### src/rtl/pc_pkg.sv
// Shared types for the next-PC predictor: 2-bit counter states, opcode
// constants and the saturating counter update.
package pc_pkg;

    typedef enum logic [1:0] {
        SNT = 2'd0,
        WNT = 2'd1,
        WT  = 2'd2,
        ST  = 2'd3
    } ctr_t;

    localparam logic [4:0] OP_J   = 5'b00001;
    localparam logic [4:0] OP_BNE = 5'b00010;
    localparam logic [4:0] OP_JAL = 5'b00011;
    localparam logic [4:0] OP_JR  = 5'b00100;
    localparam logic [4:0] OP_BLT = 5'b00110;
    localparam logic [4:0] OP_BEX = 5'b10110;

    // Saturating step toward taken (ST) or not-taken (SNT).
    function automatic ctr_t ctr_next(input ctr_t cur, input logic taken);
        if (taken) begin
            return (cur == ST) ? ST : ctr_t'(cur + 2'd1);
        end
        return (cur == SNT) ? SNT : ctr_t'(cur - 2'd1);
    endfunction

endpackage

### src/rtl/btb_bank.sv
// Direct-mapped branch target buffer storage: combinational read ports,
// one synchronous write port, valid bits cleared on synchronous reset.
module btb_bank
    import pc_pkg::*;
#(
    parameter int XLEN     = 32,
    parameter int ENTRIES  = 16,
    parameter int RD_PORTS = 2,
    localparam int IDX     = $clog2(ENTRIES),
    localparam int TAG_W   = XLEN - IDX
) (
    input  logic                            clock,
    input  logic                            reset_n,
    input  logic [RD_PORTS-1:0][IDX-1:0]    rd_idx,
    output logic [RD_PORTS-1:0]             rd_valid,
    output logic [RD_PORTS-1:0][TAG_W-1:0]  rd_tag,
    output logic [RD_PORTS-1:0][XLEN-1:0]   rd_target,
    output ctr_t                            rd_ctr [RD_PORTS],
    input  logic                            wr_en,
    input  logic [IDX-1:0]                  wr_idx,
    input  logic [TAG_W-1:0]                wr_tag,
    input  logic [XLEN-1:0]                 wr_target,
    input  ctr_t                            wr_ctr
);

    typedef struct packed {
        logic             valid;
        logic [TAG_W-1:0] tag;
        logic [XLEN-1:0]  target;
        ctr_t             ctr;
    } btb_entry_t;

    btb_entry_t mem [ENTRIES];

    always_comb begin
        for (int p = 0; p < RD_PORTS; p++) begin
            rd_valid[p]  = mem[rd_idx[p]].valid;
            rd_tag[p]    = mem[rd_idx[p]].tag;
            rd_target[p] = mem[rd_idx[p]].target;
            rd_ctr[p]    = mem[rd_idx[p]].ctr;
        end
    end

    // NOTE: only the valid bits are reset; tag/target/ctr are don't-care
    // until an entry is allocated, so they need no reset network.
    always_ff @(posedge clock) begin
        if (!reset_n) begin
            for (int i = 0; i < ENTRIES; i++) begin
                mem[i].valid <= 1'b0;
            end
        end else if (wr_en) begin
            mem[wr_idx] <= '{valid: 1'b1, tag: wr_tag, target: wr_target, ctr: wr_ctr};
        end
    end

endmodule

### src/rtl/pc_predict_unit.sv
// Next-PC generator: fetch PC register, BTB-based prediction, mispredict
// redirect/flush and saturating mispredict counter. BTB present only when
// PC_PREDICT_BHT_EN is defined; otherwise fetch always predicts PC+1.
module pc_predict_unit
    import pc_pkg::*;
#(
    parameter int              XLEN        = 32,
    parameter int              BTB_ENTRIES = 16,
    parameter logic [XLEN-1:0] RESET_PC    = '0
) (
    input  logic            clock,
    input  logic            reset_n,
    input  logic            fetch_stall,
    output logic [XLEN-1:0] fetch_pc,
    output logic            fetch_pred_taken,
    output logic [XLEN-1:0] fetch_pred_target,
    input  logic            ex_valid,
    input  logic            ex_is_cond,
    input  logic            ex_is_uncond,
    input  logic [XLEN-1:0] ex_pc,
    input  logic            ex_taken,
    input  logic [XLEN-1:0] ex_target,
    input  logic            ex_pred_taken,
    input  logic [XLEN-1:0] ex_pred_target,
    output logic            flush,
    output logic [31:0]     mispredict_count
);

    if (BTB_ENTRIES < 2 || (BTB_ENTRIES & (BTB_ENTRIES - 1)) != 0) begin : g_bad_depth
        $error("BTB_ENTRIES must be a power of two and at least 2");
    end

    logic [XLEN-1:0] pc_q;
    logic [XLEN-1:0] pc_plus1;
    logic [XLEN-1:0] correct_pc;
    logic            flush_q;
    logic [31:0]     mis_cnt_q;
    logic            resolve;
    logic            mispredict;

    assign pc_plus1   = pc_q + XLEN'(1);
    assign resolve    = ex_valid && (ex_is_cond || ex_is_uncond);
    assign correct_pc = ex_taken ? ex_target : ex_pc + XLEN'(1);
    assign mispredict = resolve && ((ex_pred_taken != ex_taken) ||
                        (ex_taken && ex_pred_taken && (ex_pred_target != ex_target)));

`ifdef PC_PREDICT_BHT_EN
    localparam int IDX   = $clog2(BTB_ENTRIES);
    localparam int TAG_W = XLEN - IDX;

    logic [1:0][IDX-1:0]   rd_idx;
    logic [1:0]            rd_valid;
    logic [1:0][TAG_W-1:0] rd_tag;
    logic [1:0][XLEN-1:0]  rd_target;
    ctr_t                  rd_ctr [2];
    logic                  wr_en;
    logic [IDX-1:0]        wr_idx;
    logic [TAG_W-1:0]      wr_tag;
    logic [XLEN-1:0]       wr_target;
    ctr_t                  wr_ctr;
    logic                  fetch_hit;
    logic                  ex_hit;

    // Port 0 serves the fetch lookup, port 1 reads the resolving entry.
    assign rd_idx[0] = pc_q[IDX-1:0];
    assign rd_idx[1] = ex_pc[IDX-1:0];
    assign fetch_hit = rd_valid[0] && (rd_tag[0] == pc_q[XLEN-1:IDX]);
    assign ex_hit    = rd_valid[1] && (rd_tag[1] == ex_pc[XLEN-1:IDX]);

    assign fetch_pred_taken  = fetch_hit && (rd_ctr[0] == WT || rd_ctr[0] == ST);
    assign fetch_pred_target = fetch_pred_taken ? rd_target[0] : pc_plus1;

    // NOTE: every output of this always_comb gets a default first, so no
    // path through the branches leaves a signal unassigned (no latches).
    always_comb begin
        wr_en     = 1'b0;
        wr_idx    = ex_pc[IDX-1:0];
        wr_tag    = ex_pc[XLEN-1:IDX];
        wr_target = ex_target;
        wr_ctr    = ST;
        if (resolve) begin
            if (ex_hit) begin
                wr_en = 1'b1;
                if (!ex_is_uncond) begin
                    wr_ctr = ctr_next(rd_ctr[1], ex_taken);
                    if (!ex_taken) wr_target = rd_target[1];
                end
            end else if (ex_taken) begin
                wr_en  = 1'b1;
                wr_ctr = ex_is_uncond ? ST : WT;
            end
        end
    end

    btb_bank #(
        .XLEN     (XLEN),
        .ENTRIES  (BTB_ENTRIES),
        .RD_PORTS (2)
    ) u_btb (
        .clock     (clock),
        .reset_n   (reset_n),
        .rd_idx    (rd_idx),
        .rd_valid  (rd_valid),
        .rd_tag    (rd_tag),
        .rd_target (rd_target),
        .rd_ctr    (rd_ctr),
        .wr_en     (wr_en),
        .wr_idx    (wr_idx),
        .wr_tag    (wr_tag),
        .wr_target (wr_target),
        .wr_ctr    (wr_ctr)
    );
`else
    assign fetch_pred_taken  = 1'b0;
    assign fetch_pred_target = pc_plus1;
`endif

    // NOTE: sequential state uses non-blocking assignments so every register
    // samples pre-edge values regardless of statement order.
    always_ff @(posedge clock) begin
        if (!reset_n) begin
            pc_q      <= RESET_PC;
            flush_q   <= 1'b0;
            mis_cnt_q <= '0;
        end else begin
            flush_q <= mispredict;
            if (mispredict) begin
                pc_q <= correct_pc;
            end else if (!fetch_stall) begin
                pc_q <= fetch_pred_target;
            end
            if (mispredict && (mis_cnt_q != 32'hFFFF_FFFF)) begin
                mis_cnt_q <= mis_cnt_q + 32'd1;
            end
        end
    end

    assign fetch_pc         = pc_q;
    assign flush            = flush_q;
    assign mispredict_count = mis_cnt_q;

endmodule

### config.mk
export PLATFORM = sky130hd
export DESIGN_NAME = pc_predict_unit
export DESIGN_NICKNAME = d
export VERILOG_FILES = /design/src/rtl/pc_pkg.sv /design/src/rtl/btb_bank.sv /design/src/rtl/pc_predict_unit.sv
export SDC_FILE = /design/constraint.sdc
export NUM_CORES = 1
export LEC_CHECK = 0
export CORE_ASPECT_RATIO = 1.25
export CORE_UTILIZATION = 42
export CTS_CLUSTER_SIZE = 8
export DETAILED_ROUTE_END_ITERATION = 10
export HOLD_SLACK_MARGIN = 0.1
export PLACE_DENSITY = 0.79
export SLEW_MARGIN = 25
export SYNTH_ARGS = -nofsm -noshare
export SYNTH_HDL_FRONTEND = slang
export SYNTH_SLANG_ARGS = --single-unit
export TNS_END_PERCENT = 20
### constraint.sdc
create_clock -name clock -period 2.1 [get_ports clock]
set_input_delay 0.42 -clock clock [delete_from_list [all_inputs] [get_ports clock]]
set_output_delay 0.42 -clock clock [all_outputs]
set_load 0.03 [all_outputs]
---- After elaboration in Yosys (flattened, before gate mapping) ----
Cells that the tools add are included.
word-level totals
  flip-flop bits (word level) ............. 65
  input bits .............................. 104
  output and inout bits ................... 98
  logic and storage cells ................. 20
cells by class
  add/sub/neg operators ................... 3
  eq/ne operators ......................... 4
  muxes and demuxes ....................... 3
  reductions and logical operators ........ 7
operators by type and width
  kind                                                    number
  adder 32 x 1 -> 32 bit (second input constant)          3
  two-way mux 32 bit                                      3
  inequality test 32 bit                                  1
  inequality test 32 bit (second input constant)          1
  logical AND 1 bit                                       5
  logical OR 1 bit                                        2
  inequality test 2 x 1 -> 1 bit (second input constant)  1
  inequality test 1 bit                                   1

---- Longest topological paths before layout ----
Gate-level depths: netlist (run 1).
  word-level depth ........................ 5
  gate-level depth with buffers ........... 9
  gate-level depth less buffers ........... 7

---- Worst setup path before layout (run 1) ----
Ideal clock, no wire load.
  path type ............................... register to output
  start ................................... register pc_q[6] (netlist: fetch_pc[6])
  end ..................................... output fetch_pred_target[23]
  arrival ................................. 2276 ps
  data required time ...................... 1680 ps
  setup slack ............................. -596 ps
  cell stages (with the launch flop) ...... 9
  buffers on the path ..................... 3
  path through ............................ dfxtp_1 -> buf_2 -> and4_1 -> buf_2 -> nand4_2 -> buf_2 -> nor3_1 -> and3_1 -> xor2_1
on the way
  cells in the longest elaborated chain, start to end .. 1
ends and longest elaborated chain
  item                    RTL line                RTL
  start, declared         pc_predict_unit.sv:33   logic [XLEN-1:0] pc_q;
  start signal, assigned  pc_predict_unit.sv:128  pc_q <= correct_pc;
  start signal, assigned  pc_predict_unit.sv:130  pc_q <= fetch_pred_target;
  adder 32 x 1 -> 32 bit  pc_predict_unit.sv:41   assign pc_plus1 = pc_q + XLEN'(1);
  end, declared           pc_predict_unit.sv:16   output logic [XLEN-1:0] fetch_pred_target,
Every way passes these cells.

---- Worst setup path in the final report (run 1) ----
  start ................................... register pc_q[12] (netlist: fetch_pc[12])
  end ..................................... output fetch_pred_target[28]
The elaborated chain is that of the path after synthesis.

==> run metrics, run 1 <==
Worst setup endpoint fetch_pred_target[28]; Cell Area, Synth 0.00555 mm2; Period minus WS final about 2400 ps; final worst-path cycle share 1.13; Clock Skews 8.29 ps; area grow syn2layout 86.4%; final worst setup slack -282 ps; Startpoint Class flip-flop; Leak 4.27 nW; Synth Warn # 0; Starting Density 0.434; gr usage total 0.335; DRT iter0 DRCs approximately 800; post-synthesis sequential area ratio 0.235; area of the multi-input gates 0.00463 mm2; slowest cell delay on critical path 360 ps; I/O pins about 200; Synth area leader dfxtp_1; die height 130 um; CP Depth 6; Crit path arrival time around 2000 ps; Worst path top cell family by delay simple AND/OR/NAND/NOR gates; Filler Cell Count 736; Mean Syn Cell Area 7.87 um2; fmax 420 MHz; share of the synthesized area in the top cell type 0.235; CTS tree yes; Clock Tree Root clkbuf_16; Crit Path Category reg2out; reg2reg path depth 8; layout cell share with drive strength beyond 1 0.352; vias in the first global route 7085; Post-Syn Nets 813; Remaining Overflow, GRT 0; Synth cell types 63; Final Slew Violations 0; RSZ-0062 raised after global routing true; initial antenna violation count 0; DP Area just over 0.009 mm2; Setup crit end kind output pin; Worst R2R End fetch_pc[31]; Final Power about 4.7 mW; critical path's slowest cell dfxtp_2; number of synthesized flops with an enable pin 0; CP Buf/Inv Count 1; core area between 0.01 and 0.015 mm2; failing checks setup timing; met2 GRT Util 0.628; dpl hpwl 16800 um; Net count, final 1176; first-pass GRT wire length 35800 um; IO Port Bufs 200; crit path from fetch_pc[12]; final wirelength roughly 27000 um; synthesized flop and latch total 65; Vias/cell a little over 6; R2R setup slack -230 ps; Main synth FF type dfxtp_1; Worst VDD drop 436 uV; CP Data Required Time 1680 ps; CTS Buf Count 9; fin area 0.0103 mm2; Hold Fails Final Rpt 0; DRT Pass-1 Iters 5; global-route met1 utilization 0.347; Clock Sink Count 65; status complete, but fails checks; Power Density 453 mW/mm2; register area 0.00135 mm2; Row Count 46; crit path cell chain and4_4, nand4_4, or2_4, nor2_4, xor2_4, buf_6; Avg WL per Cell 21.6 um; clock latency on the worst-skew pair 340 ps; largest fanout on the critical path 4; grt met3 use 0.0600; Synth area leaders dfxtp_1 23%, xnor2_1 12%, xor2_1 7.1%; # DRC 0; post-synthesis cell count 705; Clock Pin Slew Worst Setup and Hold Paths 50 ps; Tightest Hold Check Type reg2reg; Max-cap violations 0; CTS Buffer Depth 2; ys async rst share 0; largest net degree at the start of global routing 31; total number of vias 7727; H-tree lvl count 3; # setup viols final 39; Antenna Nets Post-Route 0; Die Footprint between 0.01 and 0.015 mm2; width of the die 105 um; Placer Congestion 0.908; gr busiest metal met2; reg2reg start fetch_pc[18]
## cells in the mapped netlist, types with 10 or more instances
cell type,count
a21oi_1,36
and3_1,17
and4_1,12
buf_2,18
clkbuf_1,20
dfxtp_1,65
mux2i_1,11
nand2_1,55
nand2b_1,10
nand3_1,42
nand4_1,36
nor2_1,37
nor3_1,24
nor4_1,13
o211ai_1,12
o21ai_0,35
o31ai_1,17
or4_1,12
xnor2_1,76
xor2_1,45
## flip-flops by register name (all words and copies together) (netlist names)
name and count:
fetch_pc 32, mispredict_count 32, flush 1
## per-stage QoR
step           setup WS, ps  hold WS, ps  setup TNS, ps  cells   util
6_report               -282          489          -5850   1242  0.809
5_1_grt                -321          517          -8290   1241  0.809
4_1_cts                -227          490          -3010   1229  0.771
3_5_place_dp           -541          483         -30980   1198  0.712
3_3_place_gp           -560          479         -31490   1198  0.712
2_1_floorplan         -83.1          580           -530    705      -
## cell families after synthesis
| family | count (synthesis) | share of synthesized area |
|---|---|---|
| DFF | 65 | 0.235 |
| muxes | 11 | 0.0199 |
| other | 1 | 0.000676 |
| AOI/OAI and AO/OA | 141 | 0.167 |
| buffers and inverters | 61 | 0.0593 |
| adders and majority gates | 4 | 0.00903 |
| xor gates and xnor gates | 121 | 0.191 |
| and+or+nand+nor | 301 | 0.318 |
## per-layer routing
| metal | up-vias | routed length, um | share of wire |
|---|---|---|---|
| met5 | - | 0 | 0 |
| li1 | 3335 | - | - |
| met1 | 3656 | 9220 | 0.34 |
| met2 | 566 | 13600 | 0.51 |
| met3 | 170 | 2170 | 0.081 |
| met4 | 0 | 1830 | 0.068 |
## worst min-delay path, stage by stage (launching register included)
cell and delay (ps):
dfxtp_1 320, nand2_1 60, mux2i_1 50
## cell type report
cell class / count / area share
Timing Repair Buffer: 404 / 0.363
Inverter: 9 / 0.00327
Clock buffer: 13 / 0.0282
Clock inverter: 3 / 0.00654
Antenna cell: 1 / 0.000242
Multi-Input combinational cell: 579 / 0.448
Sequential cell: 65 / 0.131
Tap cell: 168 / 0.0203
## cell usage in the layout (no fill, tap or decap), drive strengths merged, types with 35 or more instances in the layout
cell	synthesis	layout
buf	25	230
clkdlybuf4s50	0	138
xnor2	76	76
dfxtp	65	65
nand2	56	56
xor2	45	45
nand3	43	43
nand4	41	41
nor2	37	37
a21oi	36	36
o21ai	35	35
## worst min path at each step
stage / start / end / slack (ps) / depth (start not counted)
after floorplan: ex_target[24] / fetch_pc[24] / 580 / 2
after detailed placement: mispredict_count[19] / mispredict_count[19] / 480 / 2
after CTS: mispredict_count[19] / mispredict_count[19] / 490 / 2
final: mispredict_count[19] / mispredict_count[19] / 490 / 2
after global routing: mispredict_count[19] / mispredict_count[19] / 520 / 2
after global placement: mispredict_count[19] / mispredict_count[19] / 480 / 2
## power breakdown
group	internal [mW]	switching [mW]	total, mW
Combinational	0.738	0.817	1.55
Clock	1.21	0.575	1.78
Sequential	1.29	0.0559	1.34
## timing repair
item,in CTS,in global routing
gates cloned,1,1
gates resized for setup,71,85
pin swaps,30,36
endpoints found under the setup margin,92,92
buffers inserted,14,11
hold buffers,0,0
hold endpoints to repair,0,0
(Power assumes the default switching activity.)
==> run 2, diff against run 1 <==
--- a/config.mk
+++ b/config.mk
@@ -10,6 +10,7 @@
 export CTS_CLUSTER_SIZE = 8
 export DETAILED_ROUTE_END_ITERATION = 10
 export HOLD_SLACK_MARGIN = 0.1
+export MAX_ROUTING_LAYER = met4
 export PLACE_DENSITY = 0.79
 export SLEW_MARGIN = 25
 export SYNTH_ARGS = -nofsm -noshare
==> run 2 against run 1 <==
The flow still finishes with violations (setup timing). Critical path type unchanged. Largest power group is now combinational cells. Critical path depth did not move. Clock power fell by 15%. Global-route usage rose by 0.58 points. Utilization fell by 0.36 points.
==> run metrics, run 2 (synthesized netlist as in run 1, its figures left out) <==
final worst-path cycle share 1.13 (about the same); area grow syn2layout 85.6% (was 86.4%); core area 0.0128 mm2 (unchanged); Sw Pwr 1.44 mW (was 1.45 mW); total number of vias 7578 (was 7727); part of the power in the clock network 0.345 (was 0.381); Clock Skews 10.7 ps (was 8.29 ps); Startpoint Class flip-flop (unchanged); IO Port Bufs 200 (unchanged); RSZ-0062 raised after global routing true (unchanged); Die Footprint 0.0137 mm2 (unchanged); dpl hpwl 16700 um (was 16800 um); Leak 4.47 nW (was 4.27 nW); # DRC 0 (unchanged); Hold Fails Final Rpt 0 (unchanged); Power Density 427 mW/mm2 (was 453 mW/mm2); width of the die 105 um (unchanged); sequential power share 0.304 (was 0.287); Comb power frac 0.351 (was 0.332); gr usage total 0.341 (was 0.335); most frequent cells in the layout 194 x buf_4, 117 x clkdlybuf4s50_1, 62 x xnor2_1 (was 197 x buf_4, 138 x clkdlybuf4s50_1, 61 x xnor2_1); hold_buf cts 0 (unchanged); diodes inserted 0 (was 1); vias in the first global route 7124 (was 7085); status complete, but fails checks (unchanged); Remaining Overflow, GRT 0 (unchanged); Avg WL per Cell 20.7 um (was 21.6 um); commonest non-fill, non-tap cell in the layout buf_4 (unchanged); Switching Share 0.326 (was 0.309); H-tree lvl count 3 (unchanged); clock latency on the worst-skew pair 350 ps (was 340 ps); DP Area 0.00912 mm2 (was 0.00910 mm2); largest fanout on the critical path 8 (was 4); Int Power 2.96 mW (was 3.23 mW); failing checks setup timing (unchanged); CP Data Required Time 1680 ps (about the same); final wirelength 25600 um (was 26800 um); Hold WS 508 ps (was 489 ps); Placer Congestion 0.905 (was 0.908); Vias/cell 6.12 (was 6.22); Crit path arrival time 1960 ps (about the same); first-pass GRT wire length 35700 um (was 35800 um); largest net degree at the start of global routing 31 (unchanged); Row Count 46 (unchanged); Crit Path Category reg2out (unchanged); Max-cap violations 0 (unchanged); Net count, final 1173 (was 1176); final worst setup slack -280 ps (was -282 ps); Clock Pin Slew Worst Setup and Hold Paths 60 ps (was 50 ps); Setup WS pre-CTS -550 ps (was -541 ps); Tightest Hold Check Type reg2reg (unchanged); Worst VDD drop 409 uV (was 436 uV); final core utilization 0.806 (was 0.809); Final Slew Violations 0 (unchanged); Final Non-Filler Cells 1238 (was 1242); Clock Sink Count 65 (unchanged); CTS tree yes (unchanged); I/O pins 202 (unchanged); Clock Tree Root clkbuf_16 (unchanged); initial antenna violation count 0 (unchanged); layout cell share with drive strength beyond 1 0.342 (was 0.352); fmax 420 MHz (about the same); # setup viols final 31 (was 39); fin area 0.0103 mm2 (about the same); CTS Buf Count 9 (unchanged); setup_tns -5190 ps (was -5850 ps); R2R setup slack -130 ps (was -230 ps); Period minus WS final 2380 ps (about the same); Antenna Nets Post-Route 0 (unchanged); DRT iter0 DRCs 701 (was 806); CTS Buffer Depth 2 (unchanged); Setup crit end kind output pin (unchanged); die height 130 um (unchanged); Starting Density 0.434 (unchanged); Final Power 4.40 mW (was 4.68 mW); placed cell count 1202 (was 1198); DRT Pass-1 Iters 5 (unchanged)
## run 2: timing repair
action	CTS	global route
gates cloned	3	0
gates resized for setup	67	108
pin swaps	28	48
endpoints found under the setup margin	93	92
buffers inserted	10	7
## run 2: area by class of cell
class / count / area, um2
tap: 168 / 210
sequential: 65 / 1360
fill: 724 / 2480
clock buffer: 11 / 243
timing repair buffer: 401 / 3790
clock inverter: 5 / 45.0
inverter: 9 / 33.8
multi-input combinational: 579 / 4610
## run 2: routing by layer
metal	share of wire	up-vias	track usage
li1	-	3322	-
met1	0.36	3583	0.374
met2	0.50	539	0.607
met3	0.076	134	0.0437
met4	0.061	0	0.181
met5	0	-	-
## run 2: path summary, 6_finish.rpt
| check | from | end | depth (start not counted) |
|---|---|---|---|
| worst max-delay path | fetch_pc[7] | fetch_pred_target[15] | 6 |
| worst max register to register | fetch_pc[4] | fetch_pc[30] | 9 |
| worst min register to register | mispredict_count[16] | mispredict_count[16] | 2 |
| worst min-delay path | mispredict_count[16] | mispredict_count[16] | 2 |
## run 2: power groups by stage
stage                     logic (mW)  clock network, mW  registers [mW]
after detailed placement        1.40                  0            1.36
after global routing            1.61               1.58            1.34
after global placement          1.39                  0            1.36
after floorplan                0.518                  0            1.49
final                           1.54               1.52            1.34
after CTS                       1.45               1.49            1.33
## run 2: critical path, stage by stage, from the launching register on
cell and delay (ps):
dfxtp_4 340, and4_4 280, nand4_4 220, buf_6 230, nor2_2 150, xor2_2 220, buf_6 160
==> run 3, diff against run 2 <==
--- a/config.mk
+++ b/config.mk
@@ -5,10 +5,10 @@
 export SDC_FILE = /design/constraint.sdc
 export NUM_CORES = 1
 export LEC_CHECK = 0
-export CORE_ASPECT_RATIO = 1.25
 export CORE_UTILIZATION = 42
 export CTS_CLUSTER_SIZE = 8
 export DETAILED_ROUTE_END_ITERATION = 10
+export GPL_TIMING_DRIVEN = 0
 export HOLD_SLACK_MARGIN = 0.1
 export MAX_ROUTING_LAYER = met4
 export PLACE_DENSITY = 0.79
==> run 3 against run 2 <==
The run still ends with setup timing left. First-iteration DRC count is 22% higher. Combinational power is 16% lower. Global-route usage is 0.28 points higher.
==> run metrics, run 3 (synthesized netlist as in run 1, its figures left out) <==
Rel. slew slack 0.558; Setup WS pre-CTS -1190 ps (was -550 ps); placed cell count 1075 (was 1202); Clock Pin Slew Worst Setup and Hold Paths 60 ps (about the same); largest net degree at the start of global routing 13 (was 31); hold_buf cts 0 (unchanged); Final Non-Filler Cells 1153 (was 1238); width of the die 117 um (was 105 um); Hold Path End mispredict_count[7] (was mispredict_count[16]); critical hold path startpoint reset_n (was mispredict_count[16]); Crit path arrival time 2040 ps (was 1960 ps); dpl hpwl 16300 um (was 16700 um); core area 0.0127 mm2 (was 0.0128 mm2); Filler Cell Count 909 (was 724); first-pass GRT wire length 34800 um (was 35700 um); H-tree lvl count 3 (unchanged); DRT iter0 DRCs 854 (was 701); Die Footprint 0.0137 mm2 (about the same); fmax 406 MHz (was 420 MHz); final worst-path cycle share 1.17 (was 1.13); Final Slew Violations 0 (unchanged); final worst setup slack -361 ps (was -280 ps); Clock Sink Count 65 (unchanged); DRT Pass-1 Iters 5 (unchanged); reg2reg path depth 9 (unchanged); I/O pins 202 (unchanged); Power Density 451 mW/mm2 (was 427 mW/mm2); CP Data Required Time 1680 ps (about the same); commonest non-fill, non-tap cell in the layout clkdlybuf4s50_1 (was buf_4); setup_tns -4230 ps (was -5190 ps); Vias/cell 6.16 (was 6.12); die height 117 um (was 130 um); vias in the first global route 6436 (was 7124); failing checks setup timing (unchanged); Max-cap violations 0 (unchanged); Antenna Nets Post-Route 0 (unchanged); reg2reg start fetch_pc[22] (was fetch_pc[4]); clock latency on the worst-skew pair 340 ps (was 350 ps); # setup viols final 32 (was 31); most frequent cells in the layout 86 x clkdlybuf4s50_1, 71 x buf_4, 63 x xnor2_1 (was 194 x buf_4, 117 x clkdlybuf4s50_1, 62 x xnor2_1); CTS tree yes (unchanged); total number of vias 7104 (was 7578); Period minus WS final 2460 ps (was 2380 ps); Tightest Hold Check Type in2reg (was reg2reg); Tightest Pin Transition 663 ps; Worst VDD drop 370 uV (was 409 uV); layout cell share with drive strength beyond 1 0.298 (was 0.342); area grow syn2layout 71.4% (was 85.6%); R2R setup slack -50 ps (was -130 ps); Starting Density 0.436 (was 0.434); initial antenna violation count 1 (was 0); Avg WL per Cell 20.9 um (was 20.7 um); Setup crit end kind output pin (unchanged); Remaining Overflow, GRT 0 (unchanged); status complete, but fails checks (unchanged); CTS Buffer Depth 2 (unchanged); Crit Path Category reg2out (unchanged); Hold Path Stages 3 (was 2); gr usage total 0.344 (was 0.341); Clock Tree Root clkbuf_16 (unchanged); RSZ-0062 raised after global routing true (unchanged); # DRC 0 (unchanged); Worst R2R End fetch_pc[25] (was fetch_pc[30]); IO Port Bufs 198 (was 200); Hold WS 422 ps (was 508 ps); Hold Fails Final Rpt 0 (unchanged); Row Count 41 (was 46); CTS Buf Count 9 (unchanged); final core utilization 0.747 (was 0.806); Net count, final 1083 (was 1173); Placer Congestion 0.946 (was 0.905); largest fanout on the critical path 4 (was 8); Leak 3.77 nW (was 4.47 nW); final wirelength 24100 um (was 25600 um); Startpoint Class flip-flop (unchanged); Clock Skews 11.2 ps (was 10.7 ps)
## run 3: cell count changes in the layout (fill, tap and decap cells not counted), sizes merged, moves of 4 or more
cell	previous run	this run
dlygate4sd2	7	53
clkdlybuf4s15	1	17
clkdlybuf4s50	117	86
buf	227	110
dlymetal6s2s	47	11
clkbuf	12	46
clkinv	4	0
## run 3: per-layer routing
metal	vias up	GRT usage	share of wire
met5	-	-	0
met4	0	0.0996	0.034
met2	517	0.560	0.48
li1	3144	-	-
met1	3356	0.429	0.38
met3	87	0.0711	0.11
## run 3: worst max path at each step
stage / from / end / slack (ps)
2_1_floorplan: fetch_pc[6] / fetch_pred_target[23] / -80
5_1_grt: fetch_pc[22] / fetch_pred_target[30] / -380
3_3_place_gp: ex_target[4] / fetch_pc[21] / -1180
4_1_cts: fetch_pc[8] / fetch_pred_target[26] / -300
3_5_place_dp: ex_target[4] / fetch_pc[21] / -1190
6_report: fetch_pc[22] / fetch_pred_target[30] / -360
## run 3: report_power, final
part | switching (mW) | internal, mW | total [mW] | leakage, nW
registers | 0.0815 | 1.28 | 1.36 | 0.552
logic | 0.741 | 0.562 | 1.30 | 3.06
clock network | 0.586 | 1.03 | 1.62 | 0.155
## run 3: worst max-delay path: stages (launching register included)
cell and delay, ps:
dfxtp_4 350, and4_4 230, nand4_1 180, buf_6 200, or2_4 290, nor2_4 140, xor2_4 160, buf_6 150
## run 3: area by class of cell
class                      count  area [um2]  area share
multi-input combinational    579        4670       0.491
antenna                        1        2.50    0.000263
clock buffer                  12         268      0.0282
clock inverter                 4        55.1     0.00579
inverter                       9        33.8     0.00355
tap                          172         215      0.0226
sequential                    65        1410       0.148
timing repair buffer         266        2480       0.261
buffer                        45         373      0.0392
## run 3: what timing repair did
| action | CTS | global route |
|---|---|---|
| gates resized for setup | 346 | 115 |
| setup endpoints to repair | 95 | 89 |
| hold endpoints to repair | 0 | 0 |
| setup buffers | 46 | 20 |
| cloned | 1 | 2 |
| pin swaps | 67 | 45 |
## run 3: stage by stage
| step | power [mW] | cell area, um2 |
|---|---|---|
| 3_5_place_dp | 2.59 | 8070 |
| 3_3_place_gp | 2.58 | 8070 |
| 6_report | 4.28 | 9500 |
| 2_1_floorplan | 2.01 | 5870 |
| 5_1_grt | 4.39 | 9500 |
| 4_1_cts | 4.18 | 9030 |
